## src/rtl/mux_rr_sel.sv

```systemverilog
// rtl/mux_rr_sel.sv - round-robin burst arbiter driving the 4:1 mux select
module mux_rr_sel #(
    parameter int BURST_LEN = 4
) (
    input  logic       clk_i,
    input  logic       rst_n_i,
    input  logic [3:0] req_i,
    input  logic       ready_i,
    output logic [1:0] direction_o,
    output logic       valid_o,
    output logic [3:0] ack_o,
    output logic       last_o
);

    localparam int CNT_W = $clog2(BURST_LEN) + 1;
    localparam logic [CNT_W-1:0] CNT_LAST = CNT_W'(BURST_LEN - 1);
    localparam logic [CNT_W-1:0] CNT_ONE  = CNT_W'(1);

    typedef enum logic {
        IDLE,
        GRANT
    } state_t;

    state_t           state_q, state_d;
    logic [1:0]       ptr_q, ptr_d;
    logic [1:0]       dir_d;
    logic [CNT_W-1:0] cnt_q, cnt_d;

    logic [7:0] req_dbl;
    logic [3:0] req_rot;
    logic [1:0] pick_off;
    logic       xfer;

    // Rotate requests so that bit 0 is the current priority holder.
    assign req_dbl = {req_i, req_i};
    assign req_rot = req_dbl[ptr_q +: 4];

    always_comb begin
        pick_off = 2'd0;
        if (req_rot[0])      pick_off = 2'd0;
        else if (req_rot[1]) pick_off = 2'd1;
        else if (req_rot[2]) pick_off = 2'd2;
        else if (req_rot[3]) pick_off = 2'd3;
    end

    // Outputs are gated by reset so nothing is acknowledged in a reset cycle.
    assign valid_o = rst_n_i && (state_q == GRANT) && req_i[direction_o];
    assign xfer    = valid_o && ready_i;
    assign ack_o   = xfer ? (4'b0001 << direction_o) : 4'b0000;
    assign last_o  = valid_o && (cnt_q == CNT_LAST);

    always_comb begin
        state_d = state_q;
        ptr_d   = ptr_q;
        dir_d   = direction_o;
        cnt_d   = cnt_q;
        case (state_q)
            IDLE: begin
                if (|req_i) begin
                    dir_d   = ptr_q + pick_off;
                    cnt_d   = '0;
                    state_d = GRANT;
                end
            end
            GRANT: begin
                if (!req_i[direction_o]) begin
                    state_d = IDLE;
                    ptr_d   = direction_o + 2'd1;
                end else if (xfer) begin
                    cnt_d = cnt_q + CNT_ONE;
                    if (last_o) begin
                        state_d = IDLE;
                        ptr_d   = direction_o + 2'd1;
                    end
                end
            end
            default: state_d = IDLE;
        endcase
    end

    always_ff @(posedge clk_i) begin
        if (!rst_n_i) begin
            state_q     <= IDLE;
            ptr_q       <= 2'd0;
            cnt_q       <= '0;
            direction_o <= 2'b00;
        end else begin
            state_q     <= state_d;
            ptr_q       <= ptr_d;
            cnt_q       <= cnt_d;
            direction_o <= dir_d;
        end
    end

endmodule

```

## config.mk

```make
export PLATFORM = sky130hd
export DESIGN_NAME = mux_rr_sel
export DESIGN_NICKNAME = d
export VERILOG_FILES = /design/src/rtl/mux_rr_sel.sv
export SDC_FILE = /design/constraint.sdc
export NUM_CORES = 1
export LEC_CHECK = 0
export BUFFER_PORTS_ARGS = -buffer_cell sky130_fd_sc_hd__buf_4
export CORE_MARGIN = 2
export CORE_UTILIZATION = 50
export CTS_BUF_LIST = sky130_fd_sc_hd__clkbuf_16
export DETAILED_ROUTE_END_ITERATION = 10
export PLACE_DENSITY = 0.74
export SLEW_MARGIN = 20
export SYNTH_ARGS = -nofsm -noshare
export SYNTH_HDL_FRONTEND = slang
export SYNTH_SLANG_ARGS = --single-unit
export TNS_END_PERCENT = 5
```

## constraint.sdc

```tcl
create_clock -name clk_i -period 4.4 [get_ports clk_i]
set_input_delay 0.44 -clock clk_i [delete_from_list [all_inputs] [get_ports clk_i]]
set_output_delay 0.44 -clock clk_i [all_outputs]
set_load 0.05 [all_outputs]
```

* Yosys cells after proc, flatten, opt, wreduce, memory -nomap -nowiden
Cells that the tools add are included.
W data, S select, Z words.
** Operators by class
- Add/subtract/negate cells :: 3
- Order comparisons :: 1
- Eq/ne operators :: 6
- Shift-type cells :: 2
- Mux-type cells :: 19
- Bitwise operators :: 1
- Reductions and logical operators :: 8
** Operators by type and width (number)
- $mux W2 :: 7
- $mux W3 :: 3
- $shiftx A8 B3 Y4 :: 1
- $ne A2 B2 Y1 const B :: 3
- $pmux W3 S2 :: 1
- $reduce_and A3 Y1 :: 2
- $mux W1 :: 5
- $logic_and A1 B1 Y1 :: 4
- $mux W4 :: 1
- $ne A2 B1 Y1 const B :: 2
- $reduce_or A4 Y1 :: 1
- $shl A1 B2 Y4 const A :: 1
- $add A3 B1 Y3 const B :: 1
- $eq A3 B2 Y1 const B :: 1
- $lt A2 B3 Y1 const B :: 1
- $add A2 B1 Y2 const B :: 1
- $add A2 B2 Y2 :: 1
- $bmux W1 S2 :: 1
- $pmux W1 S2 :: 1
- $reduce_and A2 Y1 :: 1
- $not A1 Y1 :: 1
** Word-level totals
- Bits in registers :: 8
- Bits of input ports :: 7
- Output and inout bits :: 8
- Logic and storage cells :: 44

* Longest topological paths before layout
- Depth after elaboration :: 8
- Depth in mapped cells :: 9
- Gate-level depth less buffers :: 8

* Least setup slack after synthesis
OpenSTA, ideal clock, no wires.
- Path type :: register to output
- Start :: register direction_o[0]
- End :: output port ack_o[0]
- Arrival :: 1.973 ns
- Required time :: 3.960 ns
- Setup slack :: 1.987 ns
- Stages on the path, launching flop included :: 4
- Buffers on the path :: 0
- Cell sequence :: dfxtp_1 > mux4_2 > and3_4 > and3_1
** Between the ends
- Word-level cells in the longest chain between the ends :: 5
- Elaborated cells between the ends (all ways) :: 6
- Those cells by class :: shift (1); mux (3); reduce/logical (2)
** Ends and longest elaborated chain
- start: declaration :: line 9 : output logic [1:0] direction_o,
- start signal: assignment :: line 91 : direction_o <= dir_d;
- $bmux W1 S2 :: line 47 : assign valid_o = rst_n_i && (state_q == GRANT) && req_i[direction_o];
- $mux W1 (not written as such) :: line 47
- $logic_and A1 B1 Y1 :: line 47
- via valid_o :: line 10 : output logic valid_o,
- $logic_and A1 B1 Y1 :: line 48 : assign xfer = valid_o && ready_i;
- $mux W4 :: line 49 : assign ack_o = xfer ? (4'b0001 << direction_o) : 4'b0000;
- end: declaration :: line 11 : output logic [3:0] ack_o,
The timed path passes the listed nets, and every way through them passes these cells. The select of a mux whose other input is x is not followed.

* Worst setup path after layout
- Start :: register direction_o[0]
- End :: output port ack_o[3]
** Between the ends
- Word-level cells in the longest chain between the ends :: 5
- Elaborated cells between the ends (all ways) :: 6
- Those cells by class :: shift (1); mux (3); reduce/logical (2)
** Ends and longest elaborated chain (line)
- $bmux W1 S2 :: 47
- $mux W1 (not written as such) :: 47
- $logic_and A1 B1 Y1 :: 47
- $logic_and A1 B1 Y1 :: 48
- $mux W4 (*) :: 49
Every way passes the cells marked *; elsewhere a longest branch is shown, timed or not. The select of a mux whose other input is x is not followed.

==> summary.txt <==
Status
  • Outcome: finished clean

Setup path
  • R2R Setup Slk: 2580 ps
  • RR Endpoint: direction_o[1]
  • Crit Reg-Reg Startpoint: ptr_q[0]
  • Critical-path cell list: mux4_2 -> and3_4 -> and3_1 -> buf_4
  • Critical Path RT: 3960 ps
  • CP max stage cell: mux4_2
  • Critical path peak fanout: 6
  • Worst path arrival time: 1880 ps
  • Worst Reg-to-Reg Cells: 7
  • Worst stage delay on the critical path: 600 ps
  • Worst setup SP type: flip-flop
  • CP Class: reg2out
  • Endpoint type of the worst setup path: primary output

Routing
  • Drt total wl: ~1400 µm
  • DR vias/cell: slightly below 6
  • TritonRoute pass-1 iters: 4
  • Drt initial violations: 13
  • Via count: ~630
  • Post-route ant nets: 0
  • DR WL/cell: ~13 µm
  • # DRC: 0

Floorplan
  • Chip Height: around 41 µm
  • Starting density of the core: a little over half
  • Die footprint: between 1500 and 2000 µm²
  • Top-Level Pins: 15
  • Num rows: 13
  • Core area: ~1300 µm²
  • Die W: between 40 and 50 µm

STA
  • Finish-stage setup viols: 0
  • Slew Limit Headroom: 73.0%
  • Tmin final: 2320 ps
  • Fin. max-slew vios: 0
  • Worst slew pin tran: 400 ps
  • Final Hold Viols: 0
  • RSZ-0062 raised after global routing: false
  • Final TNS setup: 0 ps
  • Layout Skew: about 1.9 ps
  • Fmax: between 400 and 500 MHz
  • Tcrit/Tclk final: between 50% and 60%

Synth
  • Synth warnings: 0
  • Synthesized cell area: just under 700 µm²
  • Synth Instances: 82
  • Register bit total from synthesis: 8
  • Library cells used by synthesis: 34
  • Avg Cell Area, Syn: around 8.3 µm²
  • Seq/Total Area, Yosys: 23.6%
  • Syn nets: 96

Hold path
  • Hold path depth: 2
  • Hold endpoint: cnt_q[1]
  • Worst Hold Class: reg2reg
  • Hold Crit Start: cnt_q[1]

Global routing
  • Largest net degree at the start of global routing: 14
  • Wire length of the first global-routing pass: roughly 2200 µm
  • GRT overflow: 0
  • Global-route usage over all layers: 20.2%
  • Vias in the first global route: ~500
  • Initial antenna violation count: 0

Clock network
  • CTS tree: built
  • Worst-path clk slew: around 40 ps
  • Clk Latency, worst-skew pair: roughly 230 ps
  • Post-CTS setup buffer count: 0
  • CTS sink count: 8
  • H-tree depth: 1
  • TritonCTS Buffers: 3
  • Post_cts resized: 0
  • Hold-fix buffers, CTS: 0
  • Clock Root Buffer: clkbuf_16
  • CTS Buffer Depth: 2

Power
  • VDD IR max: 278 µV
  • P_leak: between 0.3 and 0.4 nW
  • Pwr dens: around 380 nW/µm²

Placed design
  • Number of port buffers: 14
  • DP Cell Count: between 100 and 150
  • Final GP Congestion: around 0.74
  • Final HPWL DP: between 1000 and 1500 µm

Cells and area
  • Synth-to-Final Area Change: 24.4%
  • Fillers: between 100 and 150
  • Layout Nets: 110
  • Ant diodes: 0
  • Layout cells sized above 1: 25.5%
  • Non-filler instance count after layout: 109

Run
  • Max cap viols: 0
## critical path: cells and delay by family, from the launching register on
kind	cells	cell delay, ps
flops	1	460
buf+inv	1	180
mux	1	600
simple gates	2	400
## registers in the layout (all words and copies together), names as in the netlist
register,count
cnt_q,3
ptr_q,2
direction_o,2
state_q,1
## Yosys cell counts
cell type	count	area, µm²
nor3_1	1	5.00
nor2_1	7	26.3
nor2b_1	3	18.8
o21ai_1	5	25.0
a21oi_1	3	15.0
a21boi_2	1	11.3
clkbuf_1	3	11.3
nor4_1	1	6.26
nand4_1	2	12.5
o21bai_2	1	11.3
inv_1	4	15.0
nand3_2	1	10.0
o21ai_0	1	5.00
o2111ai_1	1	8.76
and2_1	2	12.5
and3_4	1	11.3
mux4_2	1	22.5
a21o_1	1	7.51
nand3_1	4	20.0
a21boi_1	1	7.51
a211oi_2	1	12.5
a31oi_1	1	6.26
buf_6	2	22.5
o31a_1	1	8.76
nand2_1	6	22.5
nor4b_1	2	17.5
and3_1	5	31.3
xnor2_1	1	8.76
o311a_1	1	10.0
dfxtp_1	8	160
a221oi_1	1	8.76
or3_1	1	6.26
nor3b_2	1	12.5
ha_1	7	87.6
## where the power goes
part,switching (W),internal [W],total (W)
clock,0.0000344,0.000117,0.000151
sequential,0.0000126,0.0000795,0.0000921
combinational,0.0000465,0.0000321,0.0000786
total,0.0000935,0.000229,0.000322
## cells by family (layout without fill, tap and decap cells)
| group | count (synthesis) | after routing | synth area share (%) |
|---|---|---|---|
| simple gates | 37 | 37 | 31.4 |
| fa+ha+maj | 7 | 7 | 12.9 |
| compound gates | 19 | 19 | 20.3 |
| mux | 1 | 1 | 3.32 |
| buf+inv | 9 | 21 | 7.19 |
| flops | 8 | 8 | 23.6 |
| xor+xnor | 1 | 1 | 1.29 |
## per-layer routing
metal  share of wire [%]  vias to the layer above  GRT usage (%)  wire length, µm
met3                 3.3                        5           4.89               46
met5                   0                        -              0                0
met1                  47                      291           26.9              649
met4                 2.2                        0           12.5               30
li1                    -                      324              -                -
met2                  48                        9           28.9              665
## layout make-up
class	count	area, µm²	share of cell area [%]
multi-input cells	65	469	55.6
inverters	4	15.0	1.78
flip-flops and latches	8	160	19.0
repair buffers	14	105	12.5
well taps	15	18.8	2.23
clock buffers	3	75.1	8.90
## cells in the final DEF, fill, tap and decap left out, types with 3 or more instances in the layout
| master | netlist | final |
|---|---|---|
| nor2b_1 | 3 | 3 |
| nand3_1 | 4 | 4 |
| nor2_1 | 7 | 7 |
| a21oi_1 | 3 | 3 |
| and3_1 | 5 | 5 |
| ha_1 | 7 | 7 |
| nand2_1 | 6 | 6 |
| buf_4 | 0 | 14 |
| inv_1 | 4 | 4 |
| dfxtp_1 | 8 | 8 |
| clkbuf_16 | 0 | 3 |
| o21ai_1 | 5 | 5 |
## worst max path at each step
stage | startpoint | end | slack [ps] | cells past startpoint
floorplan | direction_o[0] | ack_o[0] | 1990 | 3
global placement | req_i[3] | ack_o[2] | 2290 | 5
detailed placement | req_i[3] | ack_o[1] | 2280 | 5
CTS | direction_o[0] | ack_o[1] | 2080 | 4
global route | direction_o[0] | ack_o[3] | 2010 | 4
finish | direction_o[0] | ack_o[3] | 2080 | 4
## per-stage QoR
step                instance area (µm²)  total power [W]  utilization, %  hold slack (ps)  setup WS, ps
finish                              843         0.000322            65.6              468          2080
global route                        843         0.000338            65.6              488          2010
CTS                                 843         0.000325            65.6              470          2080
detailed placement                  768         0.000172            59.8              467          2280
global placement                    768         0.000171            59.8              450          2290
floorplan                           678         0.000151               -              443          1990
Note: power is estimated with default switching activity, not from simulation.
